File: config.mk
export PLATFORM = sky130hd
export DESIGN_NAME = bus_xfer_ctrl
export DESIGN_NICKNAME = d
export VERILOG_FILES = /design/src/rtl/bus_xfer_ctrl.sv
export SDC_FILE = /design/constraint.sdc
export NUM_CORES = 1
export LEC_CHECK = 0
export CELL_PAD_IN_SITES_DETAIL_PLACEMENT = 2
export CELL_PAD_IN_SITES_GLOBAL_PLACEMENT = 2
export CORE_MARGIN = 4
export CORE_UTILIZATION = 20
export CTS_BUF_LIST = sky130_fd_sc_hd__clkbuf_8
export DETAILED_ROUTE_END_ITERATION = 10
export PLACE_DENSITY = 0.81
export SKIP_CTS_REPAIR_TIMING = 1
export SYNTH_ARGS = -nofsm -noshare
export SYNTH_HDL_FRONTEND = slang
export SYNTH_SLANG_ARGS = --single-unit
File: constraint.sdc
create_clock -name clock -period 1.5 [get_ports clock]
set_input_delay 0.45 -clock clock [delete_from_list [all_inputs] [get_ports clock]]
set_output_delay 0.45 -clock clock [all_outputs]
set_load 0.01 [all_outputs]
File: src/rtl/bus_xfer_ctrl.sv
// Two-state command sequencer driving load/enable strobes of a bank of register_2oe cells.
// Optional completed-transfer counter is built when BUS_XFER_CTRL_XFER_CNT_EN is defined.
module bus_xfer_ctrl #(
    parameter int NREG  = 4,
    parameter int IDX_W = 2
) (
    input  logic             clock,
    input  logic             reset,
    input  logic             cmd_valid,
    output logic             cmd_ready,
    input  logic [1:0]       cmd_op,
    input  logic [IDX_W-1:0] cmd_src,
    input  logic [IDX_W-1:0] cmd_src2,
    input  logic [IDX_W-1:0] cmd_dst,
    output logic [NREG-1:0]  load,
    output logic [NREG-1:0]  enable1,
    output logic [NREG-1:0]  enable2,
    output logic             ext_drive,
    output logic             done,
`ifdef BUS_XFER_CTRL_XFER_CNT_EN
    output logic             err,
    output logic [15:0]      xfer_count
`else
    output logic             err
`endif
);

    localparam logic [0:0] IDLE = 1'b0;
    localparam logic [0:0] EXEC = 1'b1;

    localparam logic [1:0] OP_NOP   = 2'b00;
    localparam logic [1:0] OP_MOVE  = 2'b01;
    localparam logic [1:0] OP_WRITE = 2'b10;
    localparam logic [1:0] OP_READ2 = 2'b11;

    logic [0:0]      state_q, state_d;
    logic [NREG-1:0] load_q, load_d;
    logic [NREG-1:0] en1_q, en1_d;
    logic [NREG-1:0] en2_q, en2_d;
    logic            ext_q, ext_d;
    logic            done_q, done_d;
    logic            err_q, err_d;

    logic srcOk, src2Ok, dstOk;

    function automatic logic [NREG-1:0] oneHot(input logic [IDX_W-1:0] idx);
        return {{(NREG-1){1'b0}}, 1'b1} << idx;
    endfunction

    assign srcOk  = int'(cmd_src)  < NREG;
    assign src2Ok = int'(cmd_src2) < NREG;
    assign dstOk  = int'(cmd_dst)  < NREG;

    // Strobes are decoded at acceptance and registered, so they appear exactly in the EXEC cycle.
    always_comb begin
        state_d = state_q;
        load_d  = '0;
        en1_d   = '0;
        en2_d   = '0;
        ext_d   = 1'b0;
        done_d  = 1'b0;
        err_d   = 1'b0;
        case (state_q)
            IDLE: begin
                if (cmd_valid) begin
                    state_d = EXEC;
                    done_d  = 1'b1;
                    case (cmd_op)
                        OP_NOP: ;
                        OP_MOVE: begin
                            if (!srcOk || !dstOk) begin
                                err_d = 1'b1;
                            end else if (cmd_src != cmd_dst) begin
                                en1_d  = oneHot(cmd_src);
                                load_d = oneHot(cmd_dst);
                            end
                        end
                        OP_WRITE: begin
                            if (!dstOk) begin
                                err_d = 1'b1;
                            end else begin
                                ext_d  = 1'b1;
                                load_d = oneHot(cmd_dst);
                            end
                        end
                        OP_READ2: begin
                            if (!srcOk || !src2Ok) begin
                                err_d = 1'b1;
                            end else begin
                                en1_d = oneHot(cmd_src);
                                en2_d = oneHot(cmd_src2);
                            end
                        end
                        default: ;
                    endcase
                end
            end
            EXEC:    state_d = IDLE;
            default: state_d = IDLE;
        endcase
    end

    always_ff @(posedge clock) begin
        if (reset) begin
            state_q <= IDLE;
            load_q  <= '0;
            en1_q   <= '0;
            en2_q   <= '0;
            ext_q   <= 1'b0;
            done_q  <= 1'b0;
            err_q   <= 1'b0;
        end else begin
            state_q <= state_d;
            load_q  <= load_d;
            en1_q   <= en1_d;
            en2_q   <= en2_d;
            ext_q   <= ext_d;
            done_q  <= done_d;
            err_q   <= err_d;
        end
    end

    assign cmd_ready = (state_q == IDLE);
    assign load      = load_q;
    assign enable1   = en1_q;
    assign enable2   = en2_q;
    assign ext_drive = ext_q;
    assign done      = done_q;
    assign err       = err_q;

`ifdef BUS_XFER_CTRL_XFER_CNT_EN
    logic [15:0] cnt_q;

    // Counts at the end of each successful EXEC cycle; NOPs count too, wrap is natural.
    always_ff @(posedge clock) begin
        if (reset) begin
            cnt_q <= '0;
        end else if (done_q && !err_q) begin
            cnt_q <= cnt_q + 16'd1;
        end
    end

    assign xfer_count = cnt_q;
`endif

endmodule

==> flow_metrics.env, run 1 <==
export IMPL_status="completed"
export IMPL_area_delta_synth_final_pct=108
export IMPL_fin_cells=122
export IMPL_clock_fmax_mhz=686
export IMPL_grt_overflow_total=0
export IMPL_grt_max_degree=9
export IMPL_dp_cells=118
export IMPL_fin_area_mm2=0.00109
export IMPL_path_cells="dlymetal6s2s_1, or3b_4, or4b_4, a21oi_2"
export IMPL_clkTransAtPathRegs_ns=0.06
export IMPL_fin_crit_ns=1.46
export IMPL_fin_util=0.437
export IMPL_boundaryPins=27
export IMPL_power_frac_comb=0.159
export IMPL_setup_viol=0
export IMPL_grt_pass1_vias=571
export IMPL_p_seq_frac=0.419
export IMPL_rows=18
export IMPL_total_power_uw=906
export IMPL_antenna_found_initial=0
export IMPL_p_per_area_mw_per_mm2=829
export IMPL_grt_use_met3=0.0131
export IMPL_synthCells=52
export IMPL_drc=0
export IMPL_diodes=0
export IMPL_grt_pass1_wl_mm=2.69
export IMPL_viasPerCell=4.34
export IMPL_worst_setup_path_end_kind="flip-flop"
export IMPL_leakagePower_nw=0.722
export IMPL_syn_avg_cell_area_um2=10.1
export IMPL_grt_busiest_layer="met2"
export IMPL_route_vias_total=530
export IMPL_cts_htree_levels=1
export IMPL_port_buffers=25
export IMPL_gp_congestion=0.709
export IMPL_dp_hpwl_mm=1.32
export IMPL_clockBufferDepth=2
export IMPL_drt_initial_drc_count=4
export IMPL_cp_num_buf_inv=1
export IMPL_placed_area_um2=896
export IMPL_worstPathArrival_ns=1.64
export IMPL_p_int_uw=685
export IMPL_multi_input_area_um2=289
export IMPL_die_w_um=59.3
export IMPL_yosysWarnings=0
export IMPL_insertion_delay_ns=0.25
export IMPL_cts_root_buf="clkbuf_8"
export IMPL_rsz0062_at_grt="no"
export IMPL_final_antenna_net_count=0
export IMPL_p_clk_frac=0.422
export IMPL_slew_viol_final=0
export IMPL_syn_nets=66
export IMPL_hold_worst_slack_ns=0.540
export IMPL_grtUsageMet1=0.119
export IMPL_fin_nets=107
export IMPL_layout_commonest_cell="dlymetal6s2s_1"
export IMPL_finalSetupTns_ns=0
export IMPL_die_area_mm2=0.00351
export IMPL_grt_use_met2=0.183
export IMPL_ir_worst_vdd_v=0.000412
export IMPL_synth_cell_types=19
export IMPL_fp_dieH_um=59.3
export IMPL_fill_cells=253
export IMPL_power_switching_uw=221
export IMPL_routed_wl_mm=1.97
export IMPL_clock_sinks=14
export IMPL_startpoint_type="primary input"
export IMPL_cp_max_fo=4
export IMPL_syn_cell_area_um2=526
export IMPL_cap_violations=0
export IMPL_post_drt_wl_per_cell_um=16.1
export IMPL_hold_path_class="in2reg"
export IMPL_coreArea_mm2=0.00250
export IMPL_critPathRequiredTime_ns=1.69
export IMPL_synth_seq_cells=14
export IMPL_final_cell_mix="dlymetal6s2s_1, dfxtp_1, buf_4"
export IMPL_pre_cts_ws_ns=-0.584
export IMPL_period_share=0.972
export IMPL_dr_pass1_iters=4
export IMPL_worst_slack_ns=0.0418
export IMPL_clock_skew_ns=0.00367
export IMPL_cts_tree="built"
export IMPL_crit_family="simple AND/OR/NAND/NOR gates"
export IMPL_ys_seq_area_frac=0.533
export IMPL_slowest_delay_ns=0.53
export IMPL_report_final_hold_viol_count=0
export IMPL_gr_usage_all_layers=0.105
export IMPL_start_util=0.210
export IMPL_crit_path_top_delay_cell="or4b_4"
export IMPL_drive_above_1_share=0.359
export IMPL_p_sw_frac=0.244
export IMPL_register_area_um2=280
export IMPL_crit_type="in2reg"
export IMPL_cts_buffers=3
[power groups by stage]
stage,clock [mW],sequential (mW),combinational [mW]
after floorplan,0,0.391,0.0341
after global placement,0,0.388,0.114
after detailed placement,0,0.388,0.121
after CTS,0.383,0.380,0.123
after global routing,0.411,0.380,0.156
final,0.382,0.380,0.144
[layer usage]
metal	wire, um	vias to the layer above
met4	31	0
met1	726	258
met2	1120	18
met3	87	3
li1	-	251
met5	0	-
[Yosys cell counts, drive strengths merged]
library cell | count | share of area
o21ai | 1 | 0.0095
or4b | 2 | 0.045
buf | 1 | 0.014
a2111oi | 2 | 0.033
nand3 | 2 | 0.019
or4 | 1 | 0.014
xor2 | 2 | 0.033
dfxtp | 14 | 0.53
nand2 | 2 | 0.014
ha | 3 | 0.071
or3b | 1 | 0.021
nor2 | 3 | 0.021
nor3 | 2 | 0.019
inv | 7 | 0.050
nand3b | 2 | 0.029
a21oi | 6 | 0.064
conb | 1 | 0.0071
[layout make-up]
type | count | share of cell area
Tap cell | 30 | 0.0343
Inverter | 7 | 0.0275
Multi-Input combinational cell | 30 | 0.264
Sequential cell | 14 | 0.256
Clock buffer | 4 | 0.0503
Timing Repair Buffer | 37 | 0.367
[sequential cells by signal, indices dropped and copies added (netlist names)]
signal / flops
load: 4
enable1: 4
ext_drive: 1
state_q: 1
enable2: 4
[worst reg2reg max path, delay by kind of cell (launching register included)]
| kind | cells | cell delay, ns |
|---|---|---|
| AOI/OAI and AO/OA | 1 | 0.12 |
| DFF | 1 | 0.33 |
| and+or+nand+nor | 2 | 0.94 |
[logic make-up after synthesis]
| logic type | count (synthesis) | synth area share |
|---|---|---|
| buf+inv | 8 | 0.0643 |
| xor+xnor | 2 | 0.0333 |
| fa+ha+maj | 3 | 0.0714 |
| compound gates | 9 | 0.107 |
| other cells | 1 | 0.00714 |
| flops | 14 | 0.533 |
| simple gates | 15 | 0.183 |
[final timing paths]
kind | to | slack, ns | cells after the start | from
max reg2reg | load[1] | 0.04 | 3 | state_q
min reg2reg | load[2] | 0.72 | 3 | state_q
max | load[1] | 0.04 | 4 | reset
min | enable1[0] | 0.54 | 2 | cmd_src[0]
Note: power is estimated with default switching activity, not from simulation.
==> inputs of run 2 (changes only) <==
- CAP_MARGIN: default -> 10
==> results of run 2 <==
No change in the layout: final DEF, timing and power equal those of run 1.
==> inputs of run 3 (changes only) <==
- CORE_MARGIN: 4 -> 1.5
==> flow_metrics.env, run 3 (synthesized netlist as in run 1, its figures left out) <==
export IMPL_viasPerCell=4.52
export IMPL_p_int_uw=625
export IMPL_cap_violations=0
export IMPL_die_area_mm2=0.00294
export IMPL_dp_cells=117
export IMPL_p_per_area_mw_per_mm2=790
export IMPL_rows=18
export IMPL_worst_setup_path_end_kind="flip-flop"
export IMPL_final_cell_mix="dlymetal6s2s_1, dfxtp_1, buf_4"
export IMPL_dr_pass1_iters=2
export IMPL_drc=0
export IMPL_slew_viol_final=0
export IMPL_grt_pass1_vias=540
export IMPL_die_w_um=54.3
export IMPL_fin_cells=120
export IMPL_report_final_hold_viol_count=0
export IMPL_hold_path_class="in2reg"
export IMPL_port_buffers=25
export IMPL_clock_sinks=14
export IMPL_fp_dieH_um=54.3
export IMPL_boundaryPins=27
export IMPL_clock_fmax_mhz=675
export IMPL_fin_util=0.418
export IMPL_dp_hpwl_mm=1.32
export IMPL_drt_initial_drc_count=6
export IMPL_register_area_um2=280
export IMPL_post_drt_wl_per_cell_um=15.2
export IMPL_gp_congestion=0.692
export IMPL_power_switching_uw=193
export IMPL_setup_viol=0
export IMPL_start_util=0.212
export IMPL_fin_nets=106
export IMPL_crit_type="in2reg"
export IMPL_grt_pass1_wl_mm=2.39
export IMPL_worstPathArrival_ns=1.66
export IMPL_clkTransAtPathRegs_ns=0.06
export IMPL_gr_usage_all_layers=0.118
export IMPL_startpoint_type="primary input"
export IMPL_status="completed"
export IMPL_clock_skew_ns=0.00103
export IMPL_cts_htree_levels=1
export IMPL_fill_cells=269
export IMPL_p_seq_frac=0.465
export IMPL_grt_max_degree=8
export IMPL_diodes=0
export IMPL_cts_tree="built"
export IMPL_leakagePower_nw=0.702
export IMPL_layout_commonest_cell="dlymetal6s2s_1"
export IMPL_insertion_delay_ns=0.24
export IMPL_p_sw_frac=0.236
export IMPL_clockBufferDepth=2
export IMPL_regToRegSetupSlack_ns=0.04
export IMPL_total_power_uw=817
export IMPL_area_delta_synth_final_pct=96.9
export IMPL_coreArea_mm2=0.00248
export IMPL_ir_worst_vdd_v=0.000311
export IMPL_power_frac_comb=0.164
export IMPL_routed_wl_mm=1.82
export IMPL_hold_worst_slack_ns=0.522
export IMPL_final_antenna_net_count=0
export IMPL_period_share=0.988
export IMPL_cts_root_buf="clkbuf_8"
export IMPL_critPathRequiredTime_ns=1.67
export IMPL_cp_max_fo=5
export IMPL_fin_crit_ns=1.48
export IMPL_cts_buffers=3
export IMPL_grt_overflow_total=0
export IMPL_multi_input_area_um2=255
export IMPL_route_vias_total=542
export IMPL_antenna_found_initial=0
export IMPL_drive_above_1_share=0.300
export IMPL_p_clk_frac=0.372
## run 3: power groups by stage
stage	Combinational, mW	Clock [mW]	Sequential, mW
6_report	0.134	0.304	0.380
5_1_grt	0.143	0.330	0.380
4_1_cts	0.120	0.304	0.380
3_5_place_dp	0.119	0	0.388
3_3_place_gp	0.112	0	0.388
2_1_floorplan	0.0341	0	0.391
## run 3: worst paths after layout
path	startpoint	to	cells after the start
hold / removal	cmd_src[0]	enable1[0]	2
setup reg to reg	state_q	load[1]	3
hold reg to reg	state_q	load[3]	2
setup / recovery	reset	load[1]	4
## run 3: worst max-delay path, cell delays in order
cell and delay (ns):
dlymetal6s2s_1 0.12, or3b_4 0.43, or4b_4 0.54, a21oi_2 0.12
## run 3: layout make-up
type | instances | share of cell area
clock buffers | 3 | 0.0399
flip-flops and latches | 14 | 0.271
multi-input cells | 30 | 0.247
repair buffers | 36 | 0.377
inverters | 7 | 0.0290
well taps | 30 | 0.0363
## run 3: routing by layer
layer	track usage	wire [um]	vias up
met2	0.215	947	17
li1	-	-	250
met5	0	0	-
met3	0.0273	88	6
met4	0.0667	87	0
met1	0.122	695	269
## run 3: stage by stage
| step | worst slack [ns] | instance area (um^2) | TNS, ns |
|---|---|---|---|
| after floorplan | 0.0222 | 526 | 0 |
| after global placement | -0.513 | 888 | -5.22 |
| after detailed placement | -0.582 | 888 | -6.05 |
| after CTS | -0.337 | 930 | -3.51 |
| after global routing | -0.0143 | 1030 | -0.0143 |
| final | 0.0187 | 1030 | 0 |
